$ cat src/rtl/blade_pkg.sv
// Shared types and constants for the blade arbiter and its bounce scanner.
package blade_pkg;

  localparam int LED_W = 6;

  typedef logic [LED_W-1:0] blade_t;

  localparam blade_t BLADE_OFF = 6'b111_111;
  localparam blade_t LED_ONE   = 6'b000_001;

  typedef enum logic {SCAN, SHOW} blade_state_t;

  // Active-low image with only the LED at pos dark... i.e. pos lit-off inverted: one LED lit-low, rest high
  function automatic blade_t dark_led(input logic [2:0] pos);
    return ~(LED_ONE << pos);
  endfunction

endpackage

$ cat src/rtl/blade_scanner.sv
// Idle bounce scanner: a single active LED walking 0..5..0, one position per step.
module blade_scanner
  import blade_pkg::*;
(
  input  logic   clk,
  input  logic   reset,
  input  logic   step,
  output blade_t image
);

  logic [2:0] pos_r;
  logic       dir_left_r;
  logic [2:0] pos_nxt_s;
  logic       dir_left_nxt_s;

  // Bounce: reverse direction on arrival at either end so each end shows for one step
  always_comb begin
    pos_nxt_s      = pos_r;
    dir_left_nxt_s = dir_left_r;
    if (step) begin
      if (dir_left_r && (pos_r < 3'd5)) begin
        pos_nxt_s      = pos_r + 3'd1;
        dir_left_nxt_s = (pos_r != 3'd4);
      end else if (pos_r > 3'd0) begin
        pos_nxt_s      = pos_r - 3'd1;
        dir_left_nxt_s = (pos_r == 3'd1);
      end else begin
        pos_nxt_s      = 3'd1;
        dir_left_nxt_s = 1'b1;
      end
    end else begin
      pos_nxt_s      = pos_r;
      dir_left_nxt_s = dir_left_r;
    end
  end

  // Position and direction state
  always_ff @(posedge clk) begin
    if (reset) begin
      pos_r      <= 3'd0;
      dir_left_r <= 1'b1;
    end else begin
      pos_r      <= pos_nxt_s;
      dir_left_r <= dir_left_nxt_s;
    end
  end

  // Image of the position after this cycle's step, so the top can register it in step
  assign image = dark_led(pos_nxt_s);

endmodule

$ cat src/rtl/blade_arbiter.sv
// Blade LED arbiter: round-robin display of requester patterns, bounce scanner when idle.
// Define BLADE_PREEMPT_EN to let requester 0 preempt another requester's display.
module blade_arbiter
  import blade_pkg::*;
#(
  parameter int NUM_REQ    = 3,
  parameter int PRESCALE_W = 22,
  parameter int HOLD_W     = 4
) (
  input  logic                      clk,
  input  logic                      reset,
  input  logic [NUM_REQ-1:0]        req_valid,
  input  logic [NUM_REQ*LED_W-1:0]  req_pattern,
  input  logic [NUM_REQ*HOLD_W-1:0] req_hold,
  output logic [NUM_REQ-1:0]        req_ready,
  input  logic                      scan_en,
  output blade_t                    blade,
  output logic                      busy,
  output logic [2:0]                grant_id
);

  localparam logic [HOLD_W-1:0] HOLD_ONE = HOLD_W'(1'b1);
  localparam logic [2:0]        LAST_REQ = 3'(NUM_REQ - 1);

  logic [PRESCALE_W-1:0] presc_r;
  logic                  tick_s;
  blade_state_t          state_r;
  logic [2:0]            rr_ptr_r;
  logic [HOLD_W-1:0]     hold_r;
  blade_t                disp_r;
  blade_t                blade_r;
  logic                  busy_r;
  logic [2:0]            grant_id_r;

  logic [NUM_REQ-1:0]    rr_ready_s;
  logic [2:0]            rr_idx_s;
  logic [NUM_REQ-1:0]    ready_s;
  logic                  preempt_s;
  logic                  hs_s;
  logic [2:0]            hs_idx_s;
  blade_t                hs_pattern_s;
  logic [HOLD_W-1:0]     hs_hold_s;
  logic [HOLD_W-1:0]     hs_hold_norm_s;
  logic                  step_s;
  blade_t                scan_image_s;

  // Free-running prescaler
  always_ff @(posedge clk) begin
    if (reset) begin
      presc_r <= {PRESCALE_W{1'b0}};
    end else begin
      presc_r <= presc_r + PRESCALE_W'(1'b1);
    end
  end

  assign tick_s = &presc_r;

  // Round-robin search from rr_ptr upward; later assignments carry higher priority
  always_comb begin
    rr_ready_s = {NUM_REQ{1'b0}};
    rr_idx_s   = 3'd0;
    for (int j = NUM_REQ - 1; j >= 0; j--) begin
      if (req_valid[j] && (j < int'(rr_ptr_r))) begin
        rr_ready_s    = {NUM_REQ{1'b0}};
        rr_ready_s[j] = 1'b1;
        rr_idx_s      = 3'(j);
      end else begin
        rr_idx_s = rr_idx_s;
      end
    end
    for (int j = NUM_REQ - 1; j >= 0; j--) begin
      if (req_valid[j] && (j >= int'(rr_ptr_r))) begin
        rr_ready_s    = {NUM_REQ{1'b0}};
        rr_ready_s[j] = 1'b1;
        rr_idx_s      = 3'(j);
      end else begin
        rr_idx_s = rr_idx_s;
      end
    end
  end

  // Ready is the round-robin grant in SCAN; only a preempting requester 0 may see ready in SHOW
  always_comb begin
    ready_s   = {NUM_REQ{1'b0}};
    preempt_s = 1'b0;
    if (reset) begin
      ready_s = {NUM_REQ{1'b0}};
    end else if (state_r == SCAN) begin
      ready_s = rr_ready_s;
`ifdef BLADE_PREEMPT_EN
    end else if ((grant_id_r != 3'd0) && req_valid[0]) begin
      ready_s[0] = 1'b1;
      preempt_s  = 1'b1;
`endif
    end else begin
      ready_s = {NUM_REQ{1'b0}};
    end
  end

  assign req_ready = ready_s;
  assign hs_s      = |(req_valid & ready_s);
  assign hs_idx_s  = preempt_s ? 3'd0 : rr_idx_s;

  // Steer the handshaking requester's pattern and hold onto shared buses
  always_comb begin
    hs_pattern_s = BLADE_OFF;
    hs_hold_s    = {HOLD_W{1'b0}};
    for (int j = 0; j < NUM_REQ; j++) begin
      if (3'(j) == hs_idx_s) begin
        hs_pattern_s = req_pattern[j*LED_W +: LED_W];
        hs_hold_s    = req_hold[j*HOLD_W +: HOLD_W];
      end else begin
        hs_pattern_s = hs_pattern_s;
      end
    end
  end

  assign hs_hold_norm_s = (hs_hold_s == {HOLD_W{1'b0}}) ? HOLD_ONE : hs_hold_s;
  assign step_s         = tick_s & scan_en & (state_r == SCAN) & ~hs_s;

  blade_scanner u_scanner (
    .clk   (clk),
    .reset (reset),
    .step  (step_s),
    .image (scan_image_s)
  );

  // Arbitration FSM with registered blade, busy and grant outputs
  always_ff @(posedge clk) begin
    if (reset) begin
      state_r    <= SCAN;
      rr_ptr_r   <= 3'd0;
      hold_r     <= {HOLD_W{1'b0}};
      disp_r     <= BLADE_OFF;
      blade_r    <= BLADE_OFF;
      busy_r     <= 1'b0;
      grant_id_r <= 3'd0;
    end else begin
      case (state_r)
        SCAN: begin
          if (hs_s) begin
            state_r    <= SHOW;
            disp_r     <= ~hs_pattern_s;
            blade_r    <= ~hs_pattern_s;
            hold_r     <= hs_hold_norm_s;
            busy_r     <= 1'b1;
            grant_id_r <= hs_idx_s;
            rr_ptr_r   <= (rr_idx_s == LAST_REQ) ? 3'd0 : rr_idx_s + 3'd1;
          end else begin
            blade_r    <= scan_en ? scan_image_s : BLADE_OFF;
            busy_r     <= 1'b0;
            grant_id_r <= 3'd0;
          end
        end
        SHOW: begin
          if (hs_s) begin
            disp_r     <= ~hs_pattern_s;
            blade_r    <= ~hs_pattern_s;
            hold_r     <= hs_hold_norm_s;
            grant_id_r <= hs_idx_s;
          end else if (tick_s) begin
            if (hold_r > HOLD_ONE) begin
              hold_r <= hold_r - HOLD_ONE;
            end else begin
              // Scanner was frozen, so its image is the saved position
              hold_r     <= {HOLD_W{1'b0}};
              state_r    <= SCAN;
              blade_r    <= scan_en ? scan_image_s : BLADE_OFF;
              busy_r     <= 1'b0;
              grant_id_r <= 3'd0;
            end
          end else begin
            hold_r <= hold_r;
          end
        end
        default: begin
          state_r    <= SCAN;
          blade_r    <= BLADE_OFF;
          busy_r     <= 1'b0;
          grant_id_r <= 3'd0;
        end
      endcase
    end
  end

  assign blade    = blade_r;
  assign busy     = busy_r;
  assign grant_id = grant_id_r;

endmodule

$ cat config.mk
export PLATFORM = sky130hd
export DESIGN_NAME = blade_arbiter
export DESIGN_NICKNAME = d
export VERILOG_FILES = /design/src/rtl/blade_pkg.sv /design/src/rtl/blade_scanner.sv /design/src/rtl/blade_arbiter.sv
export SDC_FILE = /design/constraint.sdc
export NUM_CORES = 1
export LEC_CHECK = 0
export BUFFER_PORTS_ARGS = -buffer_cell sky130_fd_sc_hd__buf_2
export CAP_MARGIN = 20
export CELL_PAD_IN_SITES_DETAIL_PLACEMENT = 0
export CELL_PAD_IN_SITES_GLOBAL_PLACEMENT = 2
export CORE_MARGIN = 2
export CORE_UTILIZATION = 35
export CTS_CLUSTER_DIAMETER = 30
export CTS_CLUSTER_SIZE = 8
export DETAILED_ROUTE_END_ITERATION = 12
export PLACE_DENSITY_LB_ADDON = 0.1
export SLEW_MARGIN = 0
export SYNTH_ARGS = -nofsm -noshare
export SYNTH_HDL_FRONTEND = slang
export SYNTH_SLANG_ARGS = --single-unit
$ cat constraint.sdc
create_clock -name clk -period 5.41 [get_ports clk]
set_input_delay 0.8115 -clock clk [delete_from_list [all_inputs] [get_ports clk]]
set_output_delay 0.8115 -clock clk [all_outputs]
set_load 0.05 [all_outputs]
---- Word level (Yosys, flattened, before mapping) ----
Index checks and enable logic that the tools add are counted.
word-level totals
  flip-flop bits (word level) ............. 44
  latch bits .............................. 0
  memory bits (writable) .................. 0
  bits in read-only memories .............. 0
  input bits .............................. 36
  output and inout port bits .............. 13
  memories kept ........................... 0
cells by class
  $add $sub $neg .......................... 5
  multipliers ............................. 0
  div/mod/pow operators ................... 0
  order comparisons ....................... 9
  equal/unequal tests ..................... 11
  shift-type cells ........................ 1
  muxes and demuxes ....................... 52
  bitwise operators ....................... 8
  reductions and logical operators ........ 15
operators with widths
  cell                   count
  $mux 3                 21
  $mux 6                 8
  $mux 4                 8
  $add 22x1->22 const B  1
  $reduce_and 22->1      1
  $not 6->6              2
  $pmux 6 s2             1
  $mux 1                 9
  $ne 2x2->1 const B     4
  $pmux 4 s2             1
  $logic_and 1x1->1      7
  $add 3x1->3 const B    2
  $ge 1x3->1 const A     2
  $lt 1x3->1 const A     2
  $ne 3x3->1 const B     2
  $pmux 3 s2             1
  $reduce_and 2->1       3
  $shl 1x3->6 const A    1
  $gt 4x1->1 const B     1
  $logic_not 4->1        1
  $pmux 1 s2             2
  $sub 4x1->4 const B    1
  $and 1x1->1            3
  $and 3x3->3            1
  15 further kinds       16

---- Logic depth before layout (Yosys ltp) ----
Gate-level depths: netlist of the first run.
  depth in word-level cells ............... 22
  gate-level depth with buffers ........... 10

---- By module ----
A second synthesis of the first run with hierarchy kept.
unflattened totals
  cells, all modules ...................... 304
  area, all modules ....................... 2,481.1 um2
by module, submodules not included
  module         times used  cells an instance  area an instance (um2)  seq. area each (um2)
  blade_arbiter  1           261                2,129.5                 780.7
  blade_scanner  1           43                 351.6                   80.1

---- Worst setup path after synthesis of the first run ----
OpenSTA, ideal clock, no wires.
  path type ............................... input-to-output
  start point ............................. input req_valid[1]
  end point ............................... output req_ready[2]
  data arrival time ....................... 2.611 ns
  data required time ...................... 4.599 ns
  path slack .............................. 1.987 ns
  stages .................................. 4
  buffers on the path ..................... 0
  path through ............................ or3b_1 > a21oi_2 > o21ai_2 > nor3_1
between the ends
  longest elaborated chain between the ends .. 8
  elaborated cells on any way between the ends .. 9
RTL lines
  item                   RTL line             RTL
  from (decl)            blade_arbiter.sv:12  input logic [NUM_REQ-1:0] req_valid,
  $logic_and 1x1->1      blade_arbiter.sv:63  if (req_valid[j] && (j < int'(rr_ptr_r))) begin
  $mux 3 (2 in a row)    blade_arbiter.sv:63
  $mux 3                 blade_arbiter.sv:72  if (req_valid[j] && (j >= int'(rr_ptr_r))) begin
  $mux 3 * (2 in a row)  blade_arbiter.sv:72
  $mux 3 *               blade_arbiter.sv:88  end else if (state_r == SCAN) begin
  $mux 3 *               blade_arbiter.sv:86  if (reset) begin
  to (decl)              blade_arbiter.sv:15  output logic [NUM_REQ-1:0] req_ready,
Mark *: on every way between the ends. The rest lies on a longest branch, timed or not.

---- Final worst setup path of the first run ----
Same ends and word-level chain as after synthesis.

==> summary.txt, run 1 <==
Run status
  • Outcome: finished clean

Detailed routing
  • Vias per Instance: 5.37
  • Drt drc: 0
  • Via count: 2223
  • Post-Route WL: 6.02 mm
  • First-pass detailed-route iteration total: 4
  • Routed len/inst: 14.5 um
  • DRT iter0 DRCs: 87
  • Antenna-violating nets left: 0

Timing
  • RSZ-0062 raised after global routing: false
  • Slew Limit Fails: 0
  • Fmax: 322 MHz
  • Hold Vio Cnt, Final: 0
  • Tcrit/Tclk final: 0.574
  • Max_slew headroom: 0.430
  • Hold Slack: about 470 ps
  • Slew @ Worst Pin: 848 ps
  • Final min period: 3100 ps
  • Final Setup Violations: 0
  • Final Skew: 6.52 ps
  • Setup_tns: 0 ps

Floorplanning
  • Core area: around 6800 sq um
  • Initial Util: 0.361
  • Row count: 30
  • Ports: 49
  • Die area: about 7700 sq um
  • Die width: 87.5 um
  • Die Y-Extent: 87.5 um

Layout
  • Fin area: 2840 sq um
  • Commonest non-fill, non-tap cell in the layout: nor2_1
  • Fraction of layout cells with a size suffix above 1: 0.216
  • Layout area overhead: 16.4%
  • Post-layout util: 0.421
  • Fin nets: 377
  • N_diodes: 0
  • Highest-count cells in the layout ignoring fill and taps: nor2_1 (48), buf_2 (47), dfxtp_1 (43), nand2_1 (16), a21oi_1 (15)

Synthesis
  • Syn Inst Count: 288
  • Area share of the largest cell type after synthesis: 0.352
  • Ys async rst share: 0
  • Synth area leader: dfxtp_1
  • Post-synth net total: 332
  • Synth Flop Type: dfxtp_1
  • Distinct cells, synth: between 60 and 70
  • Sequential area share after synthesis: 0.352
  • Yosys warns: 0
  • Top post-synthesis cells by area: dfxtp_1 (35%), nor2_1 (7.4%), xor2_1 (5.0%)
  • Post-synth EDFFs: 0
  • Synth Cell Area: 2440 sq um
  • Syn avg cell area: 8.48 sq um
  • Number of synthesized register bits: 43

Critical path
  • Crit path largest cell delay: 360 ps
  • Crit path capture type: output port
  • CP max FO: 9
  • Slowest CP cell: or3b_1
  • Worst path most repeated cell: buf_2
  • Critical path cell sequence: buf_2 > or3b_1 > a21oi_2 > o21ai_2 > nor3_1 > buf_2
  • WP data required: 4600 ps
  • Worst Path Arrival: 2290 ps
  • Crit path kind: in -> out
  • R2R setup slack: 2740 ps
  • Setup crit start kind: input port

Global route
  • Initial antenna violation count: 0
  • Total gr overflow: 0
  • First-pass GRT wire length: 9.83 mm
  • Largest net degree at the start of global routing: 40
  • Total Routing Usage GR: 0.164
  • Vias in the first global route: 2115

Run
  • Max cap viols: 0

Clock tree
  • Worst-Skew Late Latency: 300 ps
  • CTS Hold Bufs: 0
  • Postcts setup bufs: 0
  • CTS root buf: clkbuf_8
  • Num CTS Buffers: 5
  • Clk slew on worst S/H paths: around 90 ps
  • Post-CTS resize count: 0
  • CTS tree: built
  • Longest Clk Path Bufs: 2
  • H-Tree Depth: 2
  • Sink Count: 43

Placement
  • HPWL after detailed placement: 4.52 mm
  • Dpl cell area: 2730 sq um
  • Final Wtd Congestion: 0.802
  • PortBufs: 47

Power and ir drop
  • Sw Ratio: 0.297
  • Lkg Pwr: about 1.2 nW
  • Cell Pwr Density: 258 nW/um^2
  • Internal: 0.000515 W
  • Sequential power share: 0.469
  • Total power: 0.000732 W
  • Combinational share of power: 0.182
  • Peak VDD IR: 0.000108 V
  • Clock power share: 0.349
  • P_sw: about 0.00022 W

Worst hold path
  • Worst Hold Class: reg -> reg
## routing by layer
| layer | up-vias | wire [um] | global-route usage |
|---|---|---|---|
| met4 | 0 | 94 | 0.0559 |
| met1 | 1034 | 2830 | 0.209 |
| li1 | 1132 | - | - |
| met5 | - | 0 | 0 |
| met3 | 9 | 243 | 0.0368 |
| met2 | 48 | 2840 | 0.274 |
## state kept, by name (all words and copies together), names as in the netlist
register / flops
busy: 1
hold_r: 4
blade: 6
state_r: 1
grant_id: 2
u_scanner.dir_left_r: 1
u_scanner.pos_r: 3
rr_ptr_r: 3
presc_r: 22
## stage by stage
| stage | setup WS [ps] | instances |
|---|---|---|
| floorplan | 1990 | 288 |
| global placement | 2370 | 406 |
| detailed placement | 2330 | 406 |
| CTS | 2320 | 414 |
| global route | 2230 | 414 |
| finish | 2310 | 414 |
## Yosys cell counts, drive strengths merged, types with 6 or more instances
master and count:
inv 13, nand4 6, xor2 14, and3 6, a21oi 16, ha 8
nand3 11, o221ai 7, nand2 17, nor3 12, o21ai 7, clkbuf 6
o22ai 7, dfxtp 43, nor2 48
## worst max-delay path, delay by kind of cell
kind | cells | cell delay (ps)
compound gates | 2 | 340
buf+inv | 2 | 470
simple gates | 2 | 680
## kinds of logic after synthesis
group / share of synthesized area
AO/OA/AOI/OAI: 0.205
AND/OR/NAND/NOR: 0.266
buffers and inverters: 0.0389
XOR/XNOR: 0.0681
adder cells (fa/ha/maj): 0.0410
flip-flops: 0.352
multiplexers: 0.0261
other: 0.00154
## power groups by stage
stage	clock (W)	sequential, W	combinational, W
floorplan	0	0.000363	0.0000800
global placement	0	0.000351	0.000135
detailed placement	0	0.000350	0.000134
CTS	0.000264	0.000343	0.000134
global route	0.000280	0.000345	0.000146
finish	0.000256	0.000343	0.000133
## final timing paths
path,start,endpoint,cells after the start
setup / recovery,req_valid[1],req_ready[2],6
hold / removal,presc_r[0],presc_r[0],1
setup reg to reg,presc_r[0],blade[0],7
hold reg to reg,presc_r[0],presc_r[0],1
## final cells by class
class	instances	area, sq um
fill	733	3910
multi-input combinational	223	1490
sequential	43	861
timing repair buffer	47	235
tap	80	100
clock buffer	5	68.8
inverter	13	48.8
clock inverter	3	43.8
Power figures use the tool's default switching activity.
==> inputs of run 2 (changes only) <==
ABC_AREA = 1   (was unset)
CORE_UTILIZATION = 27   (was 35)
clock period = 2.8 ns   (was 5.41 ns; I/O delays follow)
==> run 2 against run 1 <==
Sequential power up 96%. Combinational power rose to 3.1 times the previous value. Global-route usage down 2.6 points. Clock power up 86%. Area after synthesis up 5.6%. Via count up 13%. Final area up 7.2%.
==> summary.txt, run 2 <==
Timing
  • Hold Vio Cnt, Final: 0 (unchanged)
  • RSZ-0062 raised after global routing: false
  • Setup_tns: 0 ps (unchanged)
  • Final Setup Violations: 0 (unchanged)
  • Tcrit/Tclk final: 0.738
  • Final min period: 2070 ps
  • Fmax: 484 MHz
  • Slew Limit Fails: 0 (unchanged)
  • Final Skew: 10.1 ps (+3.53 ps)

Clock tree
  • Clk slew on worst S/H paths: 80 ps (about the same)
  • CTS Hold Bufs: 0 (unchanged)
  • Longest Clk Path Bufs: 2 (unchanged)
  • Post-CTS resize count: 0 (unchanged)
  • Postcts setup bufs: 0 (unchanged)
  • Sink Count: 43 (unchanged)
  • CTS root buf: clkbuf_8
  • Num CTS Buffers: 5 (unchanged)
  • CTS tree: built
  • H-Tree Depth: 2 (unchanged)
  • Worst-Skew Late Latency: 290 ps (about the same)

Layout
  • Fraction of layout cells with a size suffix above 1: 0.203 (-0.0124)
  • Final non-filler cell total: 572 (+38%)
  • N_diodes: 0 (unchanged)
  • Highest-count cells in the layout ignoring fill and taps: nand2_1 (99), nor2_1 (47), buf_2 (47), inv_1 (44), dfxtp_1 (43)
  • Fin nets: 487 (+29%)
  • Layout area overhead: 18.2%
  • Largest reg by FF count: presc_r
  • Max FFs per register: 22 (unchanged)
  • Fin area: 3050 sq um (+7.2%)
  • Commonest non-fill, non-tap cell in the layout: nand2_1

Run status
  • Outcome: finished clean

Synthesis
  • Adder-cell share of the synthesized area: 0.0388 (-0.00217)
  • Post-Synth Simple-Gate Area: 0.364 (+0.0980)
  • Top post-synthesis cells by area: dfxtp_1 (33%), nand2_1 (14%), nor2_1 (6.8%)
  • Ys async rst share: 0 (unchanged)
  • Syn Inst Count: 395 (+37%)
  • Synth area leader: dfxtp_1
  • Post-synth EDFFs: 0 (unchanged)
  • Most frequently used cell type in the post-synthesis netlist: nand2_1
  • Compound-cell area share of the yosys netlist: 0.141 (-0.0642)
  • Yosys warns: 0 (unchanged)
  • Synth Cell Area: 2580 sq um (+5.6%)
  • Sequential area share after synthesis: 0.334 (-0.0186)
  • Area share of the largest cell type after synthesis: 0.334 (-0.0186)
  • Xor/xnor share of the synthesized area: 0.0204 (-0.0478)
  • Number of synthesized register bits: 43 (unchanged)
  • Main combinational cell family by area after synthesis: simple AND/OR/NAND/NOR gates
  • Fraction of synthesized area in multiplexers: 0 (-0.0261)
  • Synth Flop Type: dfxtp_1
  • Post-synth net total: 439 (+32%)
  • Syn avg cell area: 6.53 sq um (-23%)
  • Distinct cells, synth: 38 (-38%)
  • Top post-synthesis cells by count: nand2_1 (99), nor2_1 (47), inv_1 (44), dfxtp_1 (43), a21oi_1 (31)

Detailed routing
  • Vias per Instance: 4.38 (-18%)
  • Post-Route WL: 6.82 mm (+13%)
  • Routed len/inst: 11.9 um (-18%)
  • DRT iter0 DRCs: 72 (-17%)
  • Via count: 2508 (+13%)
  • First-pass detailed-route iteration total: 4 (unchanged)
  • Antenna-violating nets left: 0 (unchanged)
  • Drt drc: 0 (unchanged)

Worst hold path
  • Worst Hold Class: reg -> reg
  • Hold wc startpoint: presc_r[0]

Placement
  • Placed Cells incl. Taps: 565 (+39%)
  • Dpl cell area: 2950 sq um (+7.9%)
  • HPWL after detailed placement: 5.25 mm (+16%)
  • Final Wtd Congestion: 0.742 (-7.4%)
  • PortBufs: 47 (unchanged)

Critical path
  • Crit path from: rr_ptr_r[1]
  • Worst path most repeated cell: nand2_1
  • Slowest CP cell: dfxtp_1
  • CP max FO: 14 (+5)
  • Crit path largest cell delay: 330 ps (-30 ps)
  • Crit path kind: reg -> reg
  • Reg2reg start: rr_ptr_r[1]
  • Worst Path Arrival: 2250 ps (-40 ps)
  • Setup crit start kind: flop
  • Crit path capture type: flop
  • Critical path cell sequence: nor2_1 > nand3_1 > nand2_1 > nand2_2 > nand2_2 > nand2_4 > nor2_8 > nand3_1 > nand2_1 > nand2_1 > o21ai_1 > nand2_1
  • WP data required: 2990 ps (-1610 ps)

Run
  • Max cap viols: 0 (unchanged)

Power and ir drop
  • Sequential power share: 0.432 (-0.037)
  • Total power: 0.00155 W (+110%)
  • Combinational share of power: 0.262 (+0.080)
  • Sw Ratio: 0.334 (+0.0374)
  • Lkg Pwr: 1.43 nW (+21%)
  • P_sw: 0.000519 W (+140%)
  • Peak VDD IR: 0.000223 V (+110%)
  • Internal: 0.00103 W (+100%)
  • Clock power share: 0.306 (-0.043)
  • Cell Pwr Density: 509 nW/um^2 (+98%)

Global route
  • Initial antenna violation count: 0 (unchanged)
  • Total Routing Usage GR: 0.138 (-0.0265)
  • Total gr overflow: 0 (unchanged)
  • Largest net degree at the start of global routing: 29 (-28%)
  • Vias in the first global route: 2316 (+9.5%)
  • First-pass GRT wire length: 11.2 mm (+14%)

Floorplanning
  • Core area: 9240 sq um (+37%)
  • Die Y-Extent: 102 um (+16%)
  • Ports: 49 (unchanged)
  • Initial Util: 0.279 (-0.0824)
  • Row count: 35 (+17%)
  • Die area: 10300 sq um (+35%)
  • Die width: 102 um (+16%)
==> run 2: changes by cell type in the layout (fill, tap and decap cells not counted), sizes merged, moves of 6 or more <==
cell	before	now
and3	6	0
nand3	11	31
o21ai	7	21
nand2	17	106
inv	13	56
xor2	14	4
o221ai	7	0
a21oi	16	32
nor3	12	5
==> run 2: logic make-up (layout without fill, tap and decap cells) <==
logic type / after synthesis / count (layout)
other: 1 / 1
AOI/OAI and AO/OA: 66 / 66
DFF: 43 / 43
and+or+nand+nor: 206 / 206
adders and majority gates: 8 / 8
xor gates and xnor gates: 6 / 6
buffers and inverters: 65 / 113
==> run 2: path summary, 6_finish.rpt <==
kind / end / slack (ps) / depth (start not counted)
setup / recovery: blade[0] / 730 / 12
hold / removal: presc_r[0] / 450 / 1
setup reg to reg: blade[0] / 730 / 12
hold reg to reg: presc_r[0] / 450 / 1
==> run 2: critical path: cells and delay by family (launching register included) <==
family	cells	cell delay, ps
flops	1	330
simple gates	11	1470
compound gates	1	150
==> run 2: routing by layer <==
metal / vias up / wire, um / GRT usage
met5: - / 0 / 0
met4: 0 / 53 / 0.0312
met3: 4 / 401 / 0.0317
met2: 59 / 2960 / 0.227
met1: 1093 / 3400 / 0.184
li1: 1352 / - / -
==> run 2: power by group through the flow <==
| stage | Clock (W) | Combinational, W | Sequential [W] |
|---|---|---|---|
| after global routing | 0.000527 | 0.000462 | 0.000677 |
| after detailed placement | 0 | 0.000411 | 0.000685 |
| after floorplan | 0 | 0.000252 | 0.000736 |
| final | 0.000475 | 0.000407 | 0.000671 |
| after CTS | 0.000499 | 0.000412 | 0.000671 |
| after global placement | 0 | 0.000414 | 0.000685 |
==> run 2: stage by stage <==
stage	utilization	setup WS, ps	hold slack [ps]
after CTS	0.330	709	456
final	0.330	733	453
after global routing	0.330	409	489
after detailed placement	0.319	696	441
after floorplan	-	789	418
after global placement	0.319	648	432
==> run 2: final cells by class <==
| cell class | count | area [sq um] |
|---|---|---|
| Fill cell | 1068 | 6190 |
| Tap cell | 129 | 161 |
| Sequential cell | 43 | 861 |
| Inverter | 57 | 214 |
| Clock buffer | 6 | 72.6 |
| Clock inverter | 1 | 30.0 |
| Multi-Input combinational cell | 287 | 1460 |
| Timing Repair Buffer | 49 | 250 |
